[config.mk]
export PLATFORM = sky130hd
export DESIGN_NAME = mc_data_sync
export DESIGN_NICKNAME = d
export VERILOG_FILES = /design/src/rtl/mc_data_sync.sv
export SDC_FILE = /design/constraint.sdc
export NUM_CORES = 1
export LEC_CHECK = 0
export BUFFER_PORTS_ARGS = -buffer_cell sky130_fd_sc_hd__buf_2
export CORE_UTILIZATION = 33
export CTS_BUF_LIST = sky130_fd_sc_hd__clkbuf_8
export DETAILED_ROUTE_END_ITERATION = 6
export PLACE_DENSITY_LB_ADDON = 0.3
export SLEW_MARGIN = 20
export SYNTH_ARGS = -nofsm -noshare
export SYNTH_HDL_FRONTEND = slang
export SYNTH_SLANG_ARGS = --single-unit
[constraint.sdc]
create_clock -name CLK -period 1.6 [get_ports CLK]
set_clock_uncertainty 0.15 [all_clocks]
set_input_delay 0.4 -clock CLK [delete_from_list [all_inputs] [get_ports CLK]]
set_output_delay 0.4 -clock CLK [all_outputs]
set_load 0.05 [all_outputs]
[src/rtl/mc_data_sync.sv]
// rtl/mc_data_sync.sv - multi-channel enable/held-data synchroniser with round-robin output stream
//
// Purpose:
//   Carries NUM_CH independent BUS_WIDTH-bit buses from foreign clock domains
//   into the CLK domain. Each channel synchronises its bus_enable through a
//   NUM_STAGES flop chain, detects either a rising edge (level mode) or any
//   edge (toggle mode), captures its data slice into a one-word holding
//   register and raises a pending flag. A round-robin arbiter merges the
//   pending words onto a single valid/ready output stream.
//
// Ports:
//   CLK          destination clock, the only clock
//   RST          synchronous active-high reset
//   unsync_bus   NUM_CH*BUS_WIDTH data, channel c at [c*BUS_WIDTH +: BUS_WIDTH]
//   bus_enable   per-channel enable (level mode) or toggle (toggle mode)
//   sync_bus     output data word
//   sync_ch      source channel of sync_bus
//   sync_valid   output word valid
//   sync_ready   consumer accepts the output word
//   overrun      sticky per-channel overrun flags
//   ovr_clr      per-channel overrun clear
module mc_data_sync #(
  parameter int NUM_STAGES  = 2,
  parameter int BUS_WIDTH   = 8,
  parameter int NUM_CH      = 4,
  parameter int CH_W        = $clog2(NUM_CH),
  parameter bit TOGGLE_MODE = 1'b0
) (
  input  logic                        CLK,
  input  logic                        RST,
  input  logic [NUM_CH*BUS_WIDTH-1:0] unsync_bus,
  input  logic [NUM_CH-1:0]           bus_enable,
  output logic [BUS_WIDTH-1:0]        sync_bus,
  output logic [CH_W-1:0]             sync_ch,
  output logic                        sync_valid,
  input  logic                        sync_ready,
  output logic [NUM_CH-1:0]           overrun,
  input  logic [NUM_CH-1:0]           ovr_clr
);

  logic [NUM_CH-1:0]    pend_vec;
  logic [NUM_CH-1:0]    ovr_vec;
  logic [BUS_WIDTH-1:0] hold_arr [NUM_CH];

  logic [BUS_WIDTH-1:0] sync_bus_q;
  logic [CH_W-1:0]      sync_ch_q;
  logic                 sync_valid_q;
  logic [CH_W-1:0]      rr_ptr_q;
  logic [CH_W-1:0]      rr_ptr_d;

  logic                 loadable;
  logic                 found;
  logic                 gnt_vld;
  logic [CH_W-1:0]      gnt_idx;
  int                   idx;

  // Output register may take a new word when empty or when its current word
  // is being accepted this cycle.
  assign loadable = !sync_valid_q || sync_ready;
  assign gnt_vld  = loadable && found;

  // First pending channel at or after rr_ptr, wrapping around.
  always_comb begin
    gnt_idx = '0;
    found   = 1'b0;
    idx     = 0;
    for (int i = 0; i < NUM_CH; i++) begin
      idx = int'(rr_ptr_q) + i;
      if (idx >= NUM_CH) begin
        idx = idx - NUM_CH;
      end
      if (!found && pend_vec[CH_W'(idx)]) begin
        found   = 1'b1;
        gnt_idx = CH_W'(idx);
      end
    end
  end

  assign rr_ptr_d = (gnt_idx == CH_W'(NUM_CH - 1)) ? '0 : gnt_idx + CH_W'(1);

  for (genvar c = 0; c < NUM_CH; c++) begin : g_ch
    logic [NUM_STAGES-1:0] sync_q;
    logic                  prev_q;
    logic [BUS_WIDTH-1:0]  hold_q;
    logic                  pend_q;
    logic                  pend_d;
    logic                  ovr_q;
    logic                  ovr_d;
    logic                  evt;
    logic                  gnt_here;

    assign evt = TOGGLE_MODE ? (sync_q[NUM_STAGES-1] ^ prev_q)
                             : (sync_q[NUM_STAGES-1] & ~prev_q);
    assign gnt_here = gnt_vld && (gnt_idx == CH_W'(c));

    // A new event beats a same-cycle grant: the granted word leaves, the new
    // word stays pending. An event only counts as overrun if the pending word
    // is not leaving this cycle; a set beats a same-cycle clear.
    always_comb begin
      pend_d = pend_q;
      ovr_d  = ovr_q;
      if (evt) begin
        pend_d = 1'b1;
      end else if (gnt_here) begin
        pend_d = 1'b0;
      end
      if (evt && pend_q && !gnt_here) begin
        ovr_d = 1'b1;
      end else if (ovr_clr[c]) begin
        ovr_d = 1'b0;
      end
    end

    always_ff @(posedge CLK) begin
      if (RST) begin
        sync_q <= '0;
        prev_q <= 1'b0;
        hold_q <= '0;
        pend_q <= 1'b0;
        ovr_q  <= 1'b0;
      end else begin
        sync_q <= {sync_q[NUM_STAGES-2:0], bus_enable[c]};
        prev_q <= sync_q[NUM_STAGES-1];
        if (evt) begin
          hold_q <= unsync_bus[c*BUS_WIDTH +: BUS_WIDTH];
        end
        pend_q <= pend_d;
        ovr_q  <= ovr_d;
      end
    end

    assign pend_vec[c] = pend_q;
    assign ovr_vec[c]  = ovr_q;
    assign hold_arr[c] = hold_q;
  end

  always_ff @(posedge CLK) begin
    if (RST) begin
      sync_bus_q   <= '0;
      sync_ch_q    <= '0;
      sync_valid_q <= 1'b0;
      rr_ptr_q     <= '0;
    end else if (gnt_vld) begin
      sync_bus_q   <= hold_arr[gnt_idx];
      sync_ch_q    <= gnt_idx;
      sync_valid_q <= 1'b1;
      rr_ptr_q     <= rr_ptr_d;
    end else if (sync_valid_q && sync_ready) begin
      sync_valid_q <= 1'b0;
    end
  end

  assign sync_bus   = sync_bus_q;
  assign sync_ch    = sync_ch_q;
  assign sync_valid = sync_valid_q;
  assign overrun    = ovr_vec;

endmodule

==> results.md, run 1 <==
- Top cell type's share of synthesized area: 0.507
- Final Max Tran Viols: 0
- Synth Area in Compound Gates: 0.166
- Total design power: between 0.003 and 0.004 W
- Max_cap viols: 0
- Sequential power share: 0.496
- Hold Fails Final Rpt: 0
- Combinational family with the most area after synthesis: simple AND/OR/NAND/NOR gates
- Critical path data required time: about 1700 ps
- Via count: ~2.2k
- Fillcell total: around 750
- Switching share of power: 0.268
- Final instance area: approximately 3400 sq um
- Post-synthesis average cell area: 8.88 sq um
- Status: finished with violations
- Die Y: about 90 um
- Largest net degree at the start of global routing: 68
- Unrepaired setup endpoints after global routing: yes
- Main area contributors after synthesis: dfxtp_1, nand2_1, a21oi_1, mux2i_1, nor2b_1
- Syn Nets: about 330
- Final wirelength: 6310 um
- Final worst setup slack: -90.1 ps
- Yosys warning count: 0
- Cell taking the most area after synthesis: dfxtp_1
- Post-DRT Antenna Nets: 0
- Vias/cell: around 4.7
- Synthesized cell area: between 2000 and 3000 sq um
- Worst-Skew Late Latency: about 340 ps
- Io pins: between 50 and 60
- Final setup TNS: -929 ps
- Relative slew slack: 0.719
- Final period utilization: 1.06
- Sw Pwr: 0.000939 W
- # hold bufs at CTS: 0
- Cell variety after synth: 32
- First-pass DRT Iterations: 4
- Diodes inserted: 0
- HPWL Detailed: 4270 um
- Hold crit path type: in2reg
- Nets: between 400 and 500
- #FFs+latches synth: between 60 and 70
- Synth Area in Simple Gates: 0.207
- DRC viols: 0
- Routed len/inst: between 10 and 15 um
- Total global-route track usage: 0.158
- Async set-reset flop share out of synthesis: 0
- P_leak: between 1 and 1.5 nW
- Antenna violations before repair: 0
- Placer congestion estimate: roughly 0.85
- Reg-to-reg slack, setup: -90 ps
- Pre-CTS WS: -136 ps
- Fmax: ~590 MHz
- DRT iter0 DRCs: 102
- CTS Buf Count: 9
- Clock Tree Buf Depth: 2
- DP Area: 3030 sq um
- Clk root buf: clkbuf_8
- CP Max Fanout: 10
- Arrival time worst endpoint: between 1500 and 2000 ps
- Die area: roughly 8100 sq um
- Clock Sinks: 65
- Violated checks: setup timing
- Number of global-route vias before repair: a little over 2k
- Primary FF master, synth: dfxtp_1
- Synthesized-area fraction occupied by adder cells: 0
- Post-synthesis mux area share: 0.0663
- Worst-path clk slew: 70 ps
- Multi-input gate area: roughly 1300 sq um
- CP max stage cell: dfxtp_4
- Endpoints failing setup: 15
- Sequential fraction of the synthesis area: 0.507
- IO Port Bufs: 57
- Internal power: about 0.0026 W
- Synth-to-Final Area Change: 31.7%
- Setup CP Type: reg2reg
- Critical Path, Cell by Cell: mux2i_4 -> o2bb2ai_4 -> nor2_8 -> buf_12 -> mux2i_1 -> o221ai_1
- Mapped Cells: between 200 and 300
- Initial Util: 0.348
- Number of synthesized flops with an enable pin: 0
- Core area: around 7400 sq um
- VDD IR max: around 520 uV
- Clock power frac: 0.345
- Slowest Stage Delay on Critical Path: about 380 ps
- First-pass GRT wire length: 10100 um
- Tmin final: between 1500 and 2000 ps
- Placed Instances: 441
- Cell Count, Final, Fillers Out: about 460
- Crit. End Element: flop
- PwrDens: 1040 nW/um^2
- Reg area: around 1300 sq um
- Startpoint types: flop
- Measured slew at the worst slew-check pin: 422 ps
- Combinational Power Share: 0.159
- Synth Area in XOR/XNOR: 0.00341
- Die Wd: roughly 90 um
- Cell row count: 31
- GRT overflow: 0
- CTS tree: done
- Layout cells sized above 1: 0.332
- H-tree levels: 3
==> synthesized netlist by cell type, types with 2 or more instances <==
| library cell | count |
|---|---|
| buf_1 | 3 |
| o31ai_1 | 2 |
| inv_1 | 2 |
| a21oi_1 | 45 |
| nor2_1 | 5 |
| clkbuf_1 | 12 |
| nor2b_1 | 16 |
| buf_4 | 4 |
| mux2i_1 | 17 |
| o21ai_0 | 2 |
| nand2_1 | 73 |
| nand3b_1 | 8 |
| o221ai_1 | 8 |
| dfxtp_1 | 65 |
| nand2b_1 | 7 |
| o21ai_1 | 3 |
| o211ai_1 | 2 |
==> cells by family (layout without fill, tap and decap cells) <==
| kind of cell | after synthesis | in the layout |
|---|---|---|
| compound gates | 70 | 70 |
| xor+xnor | 1 | 1 |
| buf+inv | 24 | 99 |
| flops | 65 | 65 |
| mux | 17 | 17 |
| simple gates | 112 | 112 |
==> power by group through the flow <==
stage	Sequential (W)	Combinational [W]	Clock, W
after CTS	0.00174	0.000511	0.00125
final	0.00174	0.000558	0.00121
after global routing	0.00175	0.000601	0.00132
after floorplan	0.00179	0.000269	0
after global placement	0.00177	0.000473	0
after detailed placement	0.00177	0.000479	0
==> placed cells by master (no fill, tap or decap), types with 5 or more instances in the layout <==
cell | netlist | routed
nand2_1 | 73 | 71
buf_2 | 1 | 57
o221ai_1 | 8 | 6
buf_4 | 4 | 20
mux2i_1 | 17 | 12
clkbuf_8 | 0 | 11
nor2_1 | 5 | 5
a21oi_1 | 45 | 43
nand3b_1 | 8 | 8
inv_1 | 2 | 5
dfxtp_1 | 65 | 60
nor2b_1 | 16 | 16
nand2b_1 | 7 | 7
==> critical path: cells and delay by family (launching register included) <==
kind	cells	cell delay, ps
buf+inv	1	160
mux	2	480
compound gates	2	250
flops	1	380
simple gates	1	150
==> path summary, 6_finish.rpt <==
path | start | endpoint | cells past startpoint
worst min-delay path | bus_enable[2] | g_ch[2].sync_q[0]$_SDFF_PP0_ | 2
worst max-delay path | rr_ptr_q[1]$_SDFFE_PP0P_ | sync_bus[2]$_SDFFE_PP0P_ | 6
worst min register to register | g_ch[1].sync_q[0]$_SDFF_PP0_ | g_ch[1].sync_q[1]$_SDFF_PP0_ | 1
worst max register to register | rr_ptr_q[1]$_SDFFE_PP0P_ | sync_bus[2]$_SDFFE_PP0P_ | 6
==> state kept, by name, summed over array words and instances (netlist names) <==
register     cells
sync_ch          2
g_ch.ovr_q       4
g_ch.sync_q      8
g_ch.hold_q     32
g_ch.pend_q      4
sync_valid       1
rr_ptr_q         2
sync_bus         8
g_ch.prev_q      4
==> through the flow <==
step / hold WS (ps) / util
6_report: 121 / 0.459
5_1_grt: 111 / 0.459
4_1_cts: 106 / 0.445
3_5_place_dp: 280 / 0.411
3_3_place_gp: 272 / 0.411
2_1_floorplan: 264 / -
==> cell type report <==
type | count | area share
clock buffers | 11 | 0.0448
clock inverters | 5 | 0.00703
inverters | 2 | 0.00222
multi-input cells | 200 | 0.371
flip-flops and latches | 65 | 0.389
well taps | 99 | 0.0366
repair buffers | 81 | 0.150
==> routing by layer <==
metal  wire, um  share of wire  vias to the layer above  global-route usage
met5          0              0                        -                   0
met4        101          0.016                        0              0.0524
met3        320          0.051                       11              0.0592
met2       2820           0.45                       55               0.228
met1       3070           0.49                      992               0.215
li1           -              -                     1114                   -
==> timing repair <==
action	in CTS	in global routing
cloned	0	0
buffers inserted	1	5
gates resized for setup	19	13
setup endpoints to repair	17	17
pin swaps	4	5
Note: power is estimated with default switching activity, not from simulation.
==> inputs of run 2 (changes only) <==
--- a/config.mk
+++ b/config.mk
@@ -6,6 +6,7 @@
 export NUM_CORES = 1
 export LEC_CHECK = 0
 export BUFFER_PORTS_ARGS = -buffer_cell sky130_fd_sc_hd__buf_2
+export CORE_ASPECT_RATIO = 0.9
 export CORE_UTILIZATION = 33
 export CTS_BUF_LIST = sky130_fd_sc_hd__clkbuf_8
 export DETAILED_ROUTE_END_ITERATION = 6
==> results.md, run 2 (synthesis results as in run 1) <==
- Die Y: 85.7 um (was 90.2 um)
- Relative slew slack: 0.682 (was 0.719)
- Hold crit path type: in2reg (unchanged)
- Measured slew at the worst slew-check pin: 477 ps (was 422 ps)
- Startpoint types: flop (unchanged)
- Core area: 7540 sq um (was 7370 sq um)
- Via count: 2150 (was 2172)
- Fillcell total: 748 (unchanged)
- Vias/cell: 4.70 (was 4.69)
- Total design power: 0.00363 W (was 0.00351 W)
- Clock Tree Buf Depth: 2 (unchanged)
- Largest net degree at the start of global routing: 68 (unchanged)
- # hold bufs at CTS: 0 (unchanged)
- Cell row count: 30 (was 31)
- Tmin final: 1700 ps (was 1690 ps)
- Final Max Tran Viols: 0 (unchanged)
- Clock Sinks: 65 (unchanged)
- Fmax: 589 MHz (was 592 MHz)
- Synth-to-Final Area Change: 28.1% (was 31.7%)
- Crit. End Element: flop (unchanged)
- Number of global-route vias before repair: 2070 (was 2050)
- Nets: 400 (was 402)
- Post-DRT Antenna Nets: 0 (unchanged)
- Worst-Skew Late Latency: 340 ps (about the same)
- CTS Buf Count: 9 (unchanged)
- Biggest register: g_ch.hold_q (unchanged)
- Hold Fails Final Rpt: 0 (unchanged)
- Fin util: 0.436 (was 0.459)
- Routed len/inst: 13.0 um (was 13.6 um)
- Antenna violations before repair: 0 (unchanged)
- VDD IR max: 570 uV (was 520 uV)
- Final wirelength: 5920 um (was 6310 um)
- Die area: 8140 sq um (about the same)
- Critical path data required time: 1660 ps (about the same)
- Initial Util: 0.340 (was 0.348)
- CP Max Fanout: 3 (was 10)
- Max_cap viols: 0 (unchanged)
- Arrival time worst endpoint: 1760 ps (was 1750 ps)
- Commonest non-fill, non-tap cells in the layout: nand2_1, dfxtp_1, buf_2 (unchanged)
- Unrepaired setup endpoints after global routing: yes (unchanged)
- First-pass GRT wire length: 9780 um (was 10100 um)
- Total global-route track usage: 0.162 (was 0.158)
- P_leak: 1.29 nW (was 1.31 nW)
- IO Port Bufs: 57 (unchanged)
- Violated checks: setup timing (unchanged)
- Commonest non-fill, non-tap cell in the layout: nand2_1 (unchanged)
- Io pins: 58 (unchanged)
- HPWL Detailed: 4250 um (was 4270 um)
- DRC viols: 0 (unchanged)
- Status: finished with violations (unchanged)
- H-tree levels: 3 (unchanged)
- Die Wd: 95.0 um (was 90.2 um)
- Final worst setup slack: -98.9 ps (was -90.1 ps)
- Number of flip-flops in the largest register: 32 (unchanged)
- Setup CP Type: reg2reg (unchanged)
- Diodes inserted: 0 (unchanged)
- DRT iter0 DRCs: 109 (was 102)
- PwrDens: 1100 nW/um^2 (was 1040 nW/um^2)
- Placer congestion estimate: 0.875 (was 0.853)
- Clk root buf: clkbuf_8 (unchanged)
- GRT overflow: 0 (unchanged)
- Layout cells sized above 1: 0.302 (was 0.332)
- CTS tree: done (unchanged)
- Final period utilization: 1.06 (about the same)
- Endpoints failing setup: 13 (was 15)
- Worst-path clk slew: 70 ps (about the same)
- First-pass DRT Iterations: 4 (unchanged)
[run 2: final cells by class]
cell class	count	area [sq um]	share of cell area
clock inverters	4	43.8	0.0133
clock buffers	11	151	0.0460
multi-input cells	200	1160	0.353
inverters	2	7.51	0.00228
repair buffers	79	495	0.151
flip-flops and latches	65	1310	0.398
well taps	96	120	0.0365
[run 2: path summary, 6_finish.rpt]
| check | from | end | slack (ps) | cells after the start |
|---|---|---|---|---|
| setup / recovery | rr_ptr_q[1]$_SDFFE_PP0P_ | g_ch[3].pend_q$_SDFFE_PP0P_ | -100 | 5 |
| hold / removal | bus_enable[3] | g_ch[3].sync_q[0]$_SDFF_PP0_ | 120 | 2 |
| setup reg to reg | rr_ptr_q[1]$_SDFFE_PP0P_ | g_ch[3].pend_q$_SDFFE_PP0P_ | -100 | 5 |
| hold reg to reg | g_ch[1].sync_q[0]$_SDFF_PP0_ | g_ch[1].sync_q[1]$_SDFF_PP0_ | 290 | 1 |
[run 2: per-layer routing]
layer  track usage  up-vias  wire, um
met2         0.269       48      2810
li1              -     1114         -
met4        0.0455        0        71
met5             0        -         0
met3        0.0745        7       320
met1         0.187      981      2720
[run 2: per-stage QoR]
stage	instance area, sq um	hold slack, ps	std cells	setup slack, ps	TNS (ps)
3_3_place_gp	3030	268	439	-82.1	-734
4_1_cts	3270	98.8	457	-82.9	-661
5_1_grt	3290	97.9	457	-149	-1740
6_report	3290	115	457	-98.9	-764
2_1_floorplan	2570	264	289	-35.4	-398
3_5_place_dp	3030	276	439	-124	-1340
[run 2: where the power goes]
part,total (W),internal [W],switching [W]
combinational,0.000516,0.000239,0.000277
sequential,0.00173,0.00169,0.0000442
clock,0.00138,0.000785,0.000595
[run 2: timing repair]
item	CTS	global route
resized for setup	8	6
pin swaps	4	1
buffers inserted	3	0
endpoints found under the setup margin	17	19
[run 2: critical path: stages (launching register included)]
cell and delay [ps]:
dfxtp_4 370, mux2i_2 230, o2bb2ai_2 150, or3b_4 440
o21ai_2 150, a21oi_1 80
